**src/rtl/rom_stream_loader.sv**
```systemverilog
// Streams a length-prefixed, XOR-checked program image into the instruction ROM write port,
// holding the CPU in reset until a complete image has been written and verified.
module rom_stream_loader #(
    parameter int unsigned ADDR_WIDTH = 8,
    parameter int unsigned DATA_WIDTH = 16
) (
    input  logic                  clk,
    input  logic                  rst,
    input  logic                  start,
    input  logic [7:0]            in_data,
    input  logic                  in_valid,
    output logic                  in_ready,
    output logic                  rom_we,
    output logic [ADDR_WIDTH-1:0] rom_addr,
    output logic [DATA_WIDTH-1:0] rom_wdata,
    output logic                  cpu_rst,
    output logic                  busy,
    output logic                  done,
    output logic                  error,
    output logic [ADDR_WIDTH:0]   words_loaded
);

    localparam logic [3:0] IDLE    = 4'd0;
    localparam logic [3:0] LEN_HI  = 4'd1;
    localparam logic [3:0] LEN_LO  = 4'd2;
    localparam logic [3:0] DATA_HI = 4'd3;
    localparam logic [3:0] DATA_LO = 4'd4;
    localparam logic [3:0] WRITE   = 4'd5;
    localparam logic [3:0] CHK     = 4'd6;
    localparam logic [3:0] DONE    = 4'd7;
    localparam logic [3:0] ERROR   = 4'd8;

    localparam logic [16:0] MAX_WORDS = 17'(2 ** ADDR_WIDTH);

    logic [3:0]            state_q, state_d;
    logic [7:0]            len_hi_q, len_hi_d;
    logic [ADDR_WIDTH:0]   len_q, len_d;
    logic [7:0]            hi_q, hi_d;
    logic [7:0]            chk_q, chk_d;
    logic [ADDR_WIDTH:0]   count_q, count_d;
    logic [ADDR_WIDTH-1:0] addr_q, addr_d;
    logic [DATA_WIDTH-1:0] wdata_q, wdata_d;

    logic                  xfer;
    logic [15:0]           len_full;
    logic [ADDR_WIDTH:0]   count_inc;

    assign in_ready  = state_q inside {LEN_HI, LEN_LO, DATA_HI, DATA_LO, CHK};
    assign xfer      = in_valid && in_ready;
    assign len_full  = {len_hi_q, in_data};
    assign count_inc = count_q + 1'b1;

    always_comb begin
        state_d  = state_q;
        len_hi_d = len_hi_q;
        len_d    = len_q;
        hi_d     = hi_q;
        chk_d    = chk_q;
        count_d  = count_q;
        addr_d   = addr_q;
        wdata_d  = wdata_q;
        case (state_q)
            IDLE, DONE, ERROR: begin
                if (start) begin
                    state_d = LEN_HI;
                    count_d = '0;
                    chk_d   = '0;
                end
            end
            LEN_HI: begin
                if (xfer) begin
                    len_hi_d = in_data;
                    state_d  = LEN_LO;
                end
            end
            LEN_LO: begin
                if (xfer) begin
                    if ({1'b0, len_full} > MAX_WORDS) begin
                        state_d = ERROR;
                    end else begin
                        // Safe to narrow: the length is known to fit in ADDR_WIDTH+1 bits here.
                        len_d   = len_full[ADDR_WIDTH:0];
                        state_d = (len_full == 16'd0) ? CHK : DATA_HI;
                    end
                end
            end
            DATA_HI: begin
                if (xfer) begin
                    hi_d    = in_data;
                    state_d = DATA_LO;
                end
            end
            DATA_LO: begin
                if (xfer) begin
                    // Address and data are registered here so they stay put after WRITE.
                    addr_d  = count_q[ADDR_WIDTH-1:0];
                    wdata_d = {hi_q, in_data};
                    chk_d   = chk_q ^ hi_q ^ in_data;
                    state_d = WRITE;
                end
            end
            WRITE: begin
                count_d = count_inc;
                state_d = (count_inc == len_q) ? CHK : DATA_HI;
            end
            CHK: begin
                if (xfer) begin
                    state_d = (in_data == chk_q) ? DONE : ERROR;
                end
            end
            default: state_d = IDLE;
        endcase
    end

    always_ff @(posedge clk or negedge rst) begin
        if (!rst) begin
            state_q  <= IDLE;
            len_hi_q <= '0;
            len_q    <= '0;
            hi_q     <= '0;
            chk_q    <= '0;
            count_q  <= '0;
            addr_q   <= '0;
            wdata_q  <= '0;
        end else begin
            state_q  <= state_d;
            len_hi_q <= len_hi_d;
            len_q    <= len_d;
            hi_q     <= hi_d;
            chk_q    <= chk_d;
            count_q  <= count_d;
            addr_q   <= addr_d;
            wdata_q  <= wdata_d;
        end
    end

    assign rom_we       = (state_q == WRITE);
    assign rom_addr     = addr_q;
    assign rom_wdata    = wdata_q;
    assign cpu_rst      = (state_q != DONE);
    assign busy         = !(state_q inside {IDLE, DONE, ERROR});
    assign done         = (state_q == DONE);
    assign error        = (state_q == ERROR);
    assign words_loaded = count_q;

endmodule

```
**config.mk**
```make
export PLATFORM = sky130hd
export DESIGN_NAME = rom_stream_loader
export DESIGN_NICKNAME = d
export VERILOG_FILES = /design/src/rtl/rom_stream_loader.sv
export SDC_FILE = /design/constraint.sdc
export NUM_CORES = 1
export LEC_CHECK = 0
export ABC_AREA = 0
export CAP_MARGIN = 20
export CORE_MARGIN = 2
export CORE_UTILIZATION = 58
export CTS_CLUSTER_SIZE = 40
export DETAILED_ROUTE_END_ITERATION = 16
export PLACE_DENSITY = 0.84
export SYNTH_ARGS = -nofsm -noshare
export SYNTH_HDL_FRONTEND = slang
export SYNTH_SLANG_ARGS = --single-unit
```
**constraint.sdc**
```tcl
create_clock -name clk -period 3.7 [get_ports clk]
set_clock_uncertainty 0.05 [all_clocks]
set_input_delay 0.925 -clock clk [delete_from_list [all_inputs] [get_ports clk]]
set_output_delay 0.925 -clock clk [all_outputs]
set_load 0.05 [all_outputs]
```
==> flow_summary_export.csv <==
group,metric,value,unit
logic_synthesis,ys_seq_area_frac,0.503,
power_and_ir_drop,totalPowerFinal,3.46,mW
clock_tree,cts_buffer_depth,2,
timing,finalHoldViolations,0,
logic_synthesis,netlist_area,3480,um2
logic_synthesis,synth_cells,318,
final_layout,multi_input_area,1590,um2
worst_setup_path,worstPathRequired,2720,ps
timing,maxSlewViolCount,0,
worst_setup_path,path_cells,"nor2b_1, buf_4, nand3_1, nand2_1, inv_1, clkdlybuf4s50_1",
die,core_region_area,5850,um2
place,place_hpwl,5370,um
global_route,grt_usage,0.261,
clock_tree,cts_setup_buffers,0,
logic_synthesis,synth_seq_cells,70,
power_and_ir_drop,power_density,819,nW/um2
logic_synthesis,synthTopCellsByArea,"dfrtp_1, mux2_2, xor2_1",
clock_tree,cts_hold_buf,0,
worst_setup_path,path_class,"reg -> out",
flow_run,cap_violations,0,
route,first_pass_iters,4,
clock_tree,clock_latency,350,ps
route,wirelength,7600,um
worst_setup_path,cp.arrival,2410,ps
timing,period_needed,3380,ps
global_route,grt_max_degree,71,
worst_hold_path,hold_path.class,"reg -> reg",
clock_tree,cts_buffers,9,
logic_synthesis,yosys.cell_types.count,38,
timing,rsz0062_at_grt,"no",
worst_setup_path,slowest_stage,"clkdlybuf4s50_1",
route,drt_iter0_drc,302,
timing,timing.final.crit_share,0.914,
final_layout,layout_commonest_cell,"dfrtp_1",
worst_setup_path,start_kind,"register",
worst_setup_path,crit_fanout,13,
route,via_per_inst,5.86,
final_layout,drive_gt1_frac,0.192,
logic_synthesis,synth_largest_area_cell,"dfrtp_1",
route,drcViolationCount,0,
logic_synthesis,postSynthAreaPerCell,10.9,um2
clock_tree,clock_sinks,70,
die,die_area,6630,um2
global_route,grt-ovfl-total,0,
worst_setup_path,max_stage_delay,790,ps
route,vias,2637,
final_layout,final_cell_mix,"dfrtp_1, clkdlybuf4s50_1, mux2_2",
clock_tree,root_buffer,"clkbuf_8",
timing,relSlewSlack,0.424,
final_layout,final-seq-area,1750,um2
timing,setup_tns,0,ps
final_layout,nets,384,
logic_synthesis,synth_top_area_frac,0.503,
place,portBuffers,50,
route,final_antenna_net_count,0,
global_route,grt_pass1_vias,2564,
die,start_util,0.595,
die,placementRows,28,
power_and_ir_drop,p_leak,1.88,nW
logic_synthesis,syn_nets,331,
final_layout,syn2layout_area_growth,21.4,%
timing,setup_violations,0,
die,fp.dieW,81.5,um
global_route,antenna_found_initial,0,
timing,worstMarginPinSlew,864,ps
die,io_pins,51,
logic_synthesis,yosys_warnings,0,
clock_tree,htreeDepth,3,
final_layout,nFillCells,397,
final_layout,n_antenna_cell,0,
die,dieHeight,81.5,um
clock_tree,clkSlewWorstSetupHoldPaths,70,ps
power_and_ir_drop,max-vdd-ir-drop,566,uV
clock_tree,ctsResizeCount,0,
route,wl_per_cell,16.9,um
place,gp_congestion,0.892,
outcome,outcome,"finished clean",
global_route,grt_pass1_wl,12800,um
clock_tree,tritoncts,"yes",
timing,fmax,296,MHz
worst_setup_path,endpoint_kind,"output port",
synthesized netlist by cell type, drive strengths merged:
master	count
a211o	1
a211oi	2
a21boi	1
a21o	1
a21oi	6
a22o	1
a31oi	1
and2	1
and3	1
buf	6
clkbuf	16
dfrtp	70
ha	1
inv	5
mux2	49
nand2	21
nand2b	3
nand3	8
nand4	10
nor2	24
nor2b	1
nor3	5
nor3b	3
nor4	8
o21ai	33
o221ai	1
o22ai	3
o31ai	2
o41ai	1
or3	2
xnor2	13
xor2	18
report_power, final:
part	switching, mW	total, mW	internal, mW
combinational	1.00	1.63	0.632
clock	0.281	0.539	0.258
sequential	0.239	1.29	1.05
total	1.52	3.46	1.94
worst paths after layout:
kind	start	endpoint	slack (ps)	depth (start not counted)
min in group asynchronous	rst	rom_addr[0]$_DFFE_PN0P_	710	2
worst max-delay path	state_q[2]$_DFFE_PN0P_	busy	320	6
worst min register to register	len_hi_q[2]$_DFFE_PN0P_	len_hi_q[2]$_DFFE_PN0P_	450	1
max in group asynchronous	rst	rom_wdata[10]$_DFFE_PN0P_	2320	2
worst max register to register	state_q[2]$_DFFE_PN0P_	words_loaded[5]$_DFFE_PN0P_	1170	7
worst min-delay path	len_hi_q[2]$_DFFE_PN0P_	len_hi_q[2]$_DFFE_PN0P_	450	1
worst max-delay path: cells and delay by family (launching register included):
family	cells	cell delay, ps
buf+inv	3	1050
flops	1	530
simple gates	3	470
layout make-up:
type                    instances  area share
clock buffers                  12      0.0344
repair buffers                 64       0.142
well taps                      75      0.0222
inverters                       5     0.00444
multi-input cells             221       0.377
clock inverters                 3     0.00504
flip-flops and latches         70       0.415
layer usage:
metal  vias up  wire length, um  global-route usage
met2       123             3850               0.431
met3        15              554              0.0725
met1      1267             3050               0.327
met5         -                0                   0
li1       1232                -                   -
met4         0              156               0.100
cell families after synthesis:
kind of cell / synth area share
AOI/OAI and AO/OA: 0.0863
xor gates and xnor gates: 0.0780
adders and majority gates: 0.00360
buffers and inverters: 0.0385
DFF: 0.503
muxes: 0.168
and+or+nand+nor: 0.122
sequential cells by signal, summed over array words and instances (netlist names):
register	count
chk_q	8
hi_q	8
len_hi_q	8
len_q	9
rom_addr	8
rom_wdata	16
state_q	4
words_loaded	9
metrics by stage:
step                setup slack [ps]  utilization  instances  area [um2]  hold slack (ps)
global route                     238        0.722        450        4220              458
global placement                 378        0.693        435        4060              425
detailed placement               318        0.693        435        4060              434
floorplan                        832            -        318        3480              415
finish                           320        0.722        450        4220              448
CTS                              341        0.722        450        4220              450
Power figures use the tool's default switching activity.
==> RTL change: new RTL, config.mk and constraints unchanged <==
`ADDR_WIDTH`: 8 -> 9.
--- a/src/rtl/rom_stream_loader.sv
+++ b/src/rtl/rom_stream_loader.sv
@@ -3,3 +3,3 @@
 module rom_stream_loader #(
-    parameter int unsigned ADDR_WIDTH = 8,
+    parameter int unsigned ADDR_WIDTH = 9,
     parameter int unsigned DATA_WIDTH = 16
Interface: changed (resized rom_addr and words_loaded); port bits go from 51 to 53. No check against the original RTL was run, so the function may have changed too.
==> RTL change against the original RTL <==
Sequential cell count is 3 higher. Fmax is 3.1% higher. Via count is 8.6% higher. Power is 3.2% higher. Largest power group unchanged. Core utilization hardly changed. Routed wire length is 12% higher. Register-to-register slack worse by 0.07 ns. Setup slack better by 0.10 ns. Area after synthesis is 6.2% higher. Highest routed layer unchanged. Synthesized cell count is 6.6% higher. Design area is 6.6% higher.
==> RTL change: results (changes against the original RTL) <==
Final nets=403 (was 384); DR WL/cell=18.1 um (was 16.9 um); top cells by count, synth=dfrtp_1 (73), mux2_1 (33), o21ai_1 (32), nor2_1 (26), xor2_1 (20) (was dfrtp_1 (70), mux2_2 (32), o21ai_0 (28), nor2_1 (24), nand2_1 (21)); Synth cell types=42 (was 38); met3 WL=509 um (was 554 um); vias in the first global route=2927 (was 2564); global-route wire length before repair=14300 um (was 12800 um); Leak Pwr=2.01 nW (was 1.88 nW); register area share after synthesis=49.4% (was 50.3%); gr usage total=26.0% (was 26.1%); Synth top area share=49.4% (was 50.3%); fillers=452 (was 397); port bufs=52 (was 50); 1st-iter DRT viols=170 (was 302); Worst Path Arrival=2.30 ns (was 2.41 ns); CP startpoint=state_q[0] (was state_q[2]); WL met1=3570 um (was 3050 um); share of cells above drive strength 1=13.4% (was 19.2%); Via density=6.07 (was 5.86); hold path startpoint=chk_q[3] (was len_hi_q[2]); max_slew headroom=46.3% (was 42.4%); met2 WL=4220 um (was 3850 um); largest net degree at the start of global routing=43 (was 71); worst vdd ir=0.000580 V (was 0.000566 V); Syn Nets=352 (was 331); run status=complete, no violations (unchanged)
## RTL change: critical path, stage by stage, from the launching register on
cell and delay (ns):
dfrtp_1 0.64, nor3_1 0.15, a211oi_1 0.28, clkdlybuf4s50_1 0.88
## RTL change: cell families (layout without fill, tap and decap cells)
logic type                 count (synthesis)  after routing  share of synthesized area (%)
AOI/OAI and AO/OA                         64             64                           10.2
xor gates and xnor gates                  32             32                           7.59
adders and majority gates                  1              1                          0.339
buffers and inverters                     31             87                           3.59
DFF                                       73             73                           49.4
muxes                                     51             51                           16.6
and+or+nand+nor                           87             87                           12.3
## RTL change: path summary, 6_finish.rpt
kind                              endpoint  slack (ns)  depth (start not counted)
setup / recovery                  in_ready        0.42                          3
hold / removal                    chk_q[3]        0.45                          1
setup reg to reg           words_loaded[3]        1.10                          7
hold reg to reg                   chk_q[3]        0.45                          1
max in group asynchronous         len_q[9]        2.37                          2
min in group asynchronous      rom_addr[7]        0.58                          1
## RTL change: routing by layer
metal,global-route usage (%),up-vias
met2,43.6,127
met1,32.7,1408
met3,5.64,24
met4,11.3,0
li1,-,1306
met5,0,-
## RTL change: area by class of cell
type | count | area [um^2] | area share (%)
Inverter | 8 | 30.0 | 0.667
Tap cell | 77 | 96.3 | 2.14
Timing Repair Buffer | 63 | 608 | 13.5
Clock inverter | 4 | 51.3 | 1.14
Multi-Input combinational cell | 235 | 1740 | 38.5
Sequential cell | 73 | 1830 | 40.6
Clock buffer | 12 | 155 | 3.45
## RTL change: where the power goes
group / internal (mW) / total (mW) / switching, mW
Clock: 0.349 / 0.652 / 0.303
Sequential: 1.07 / 1.32 / 0.247
Combinational: 0.617 / 1.60 / 0.982
Total: 2.04 / 3.57 / 1.53
## RTL change: metrics by stage
step	instances	hold WS (ns)	power (mW)	setup WS, ns	utilization, %
2_1_floorplan	339	0.410	2.40	0.798	-
3_3_place_gp	456	0.422	2.84	0.617	68.8
3_5_place_dp	456	0.432	2.91	0.507	68.8
4_1_cts	472	0.449	3.57	0.450	72.2
5_1_grt	472	0.465	3.74	0.357	72.2
6_report	472	0.446	3.57	0.421	72.2
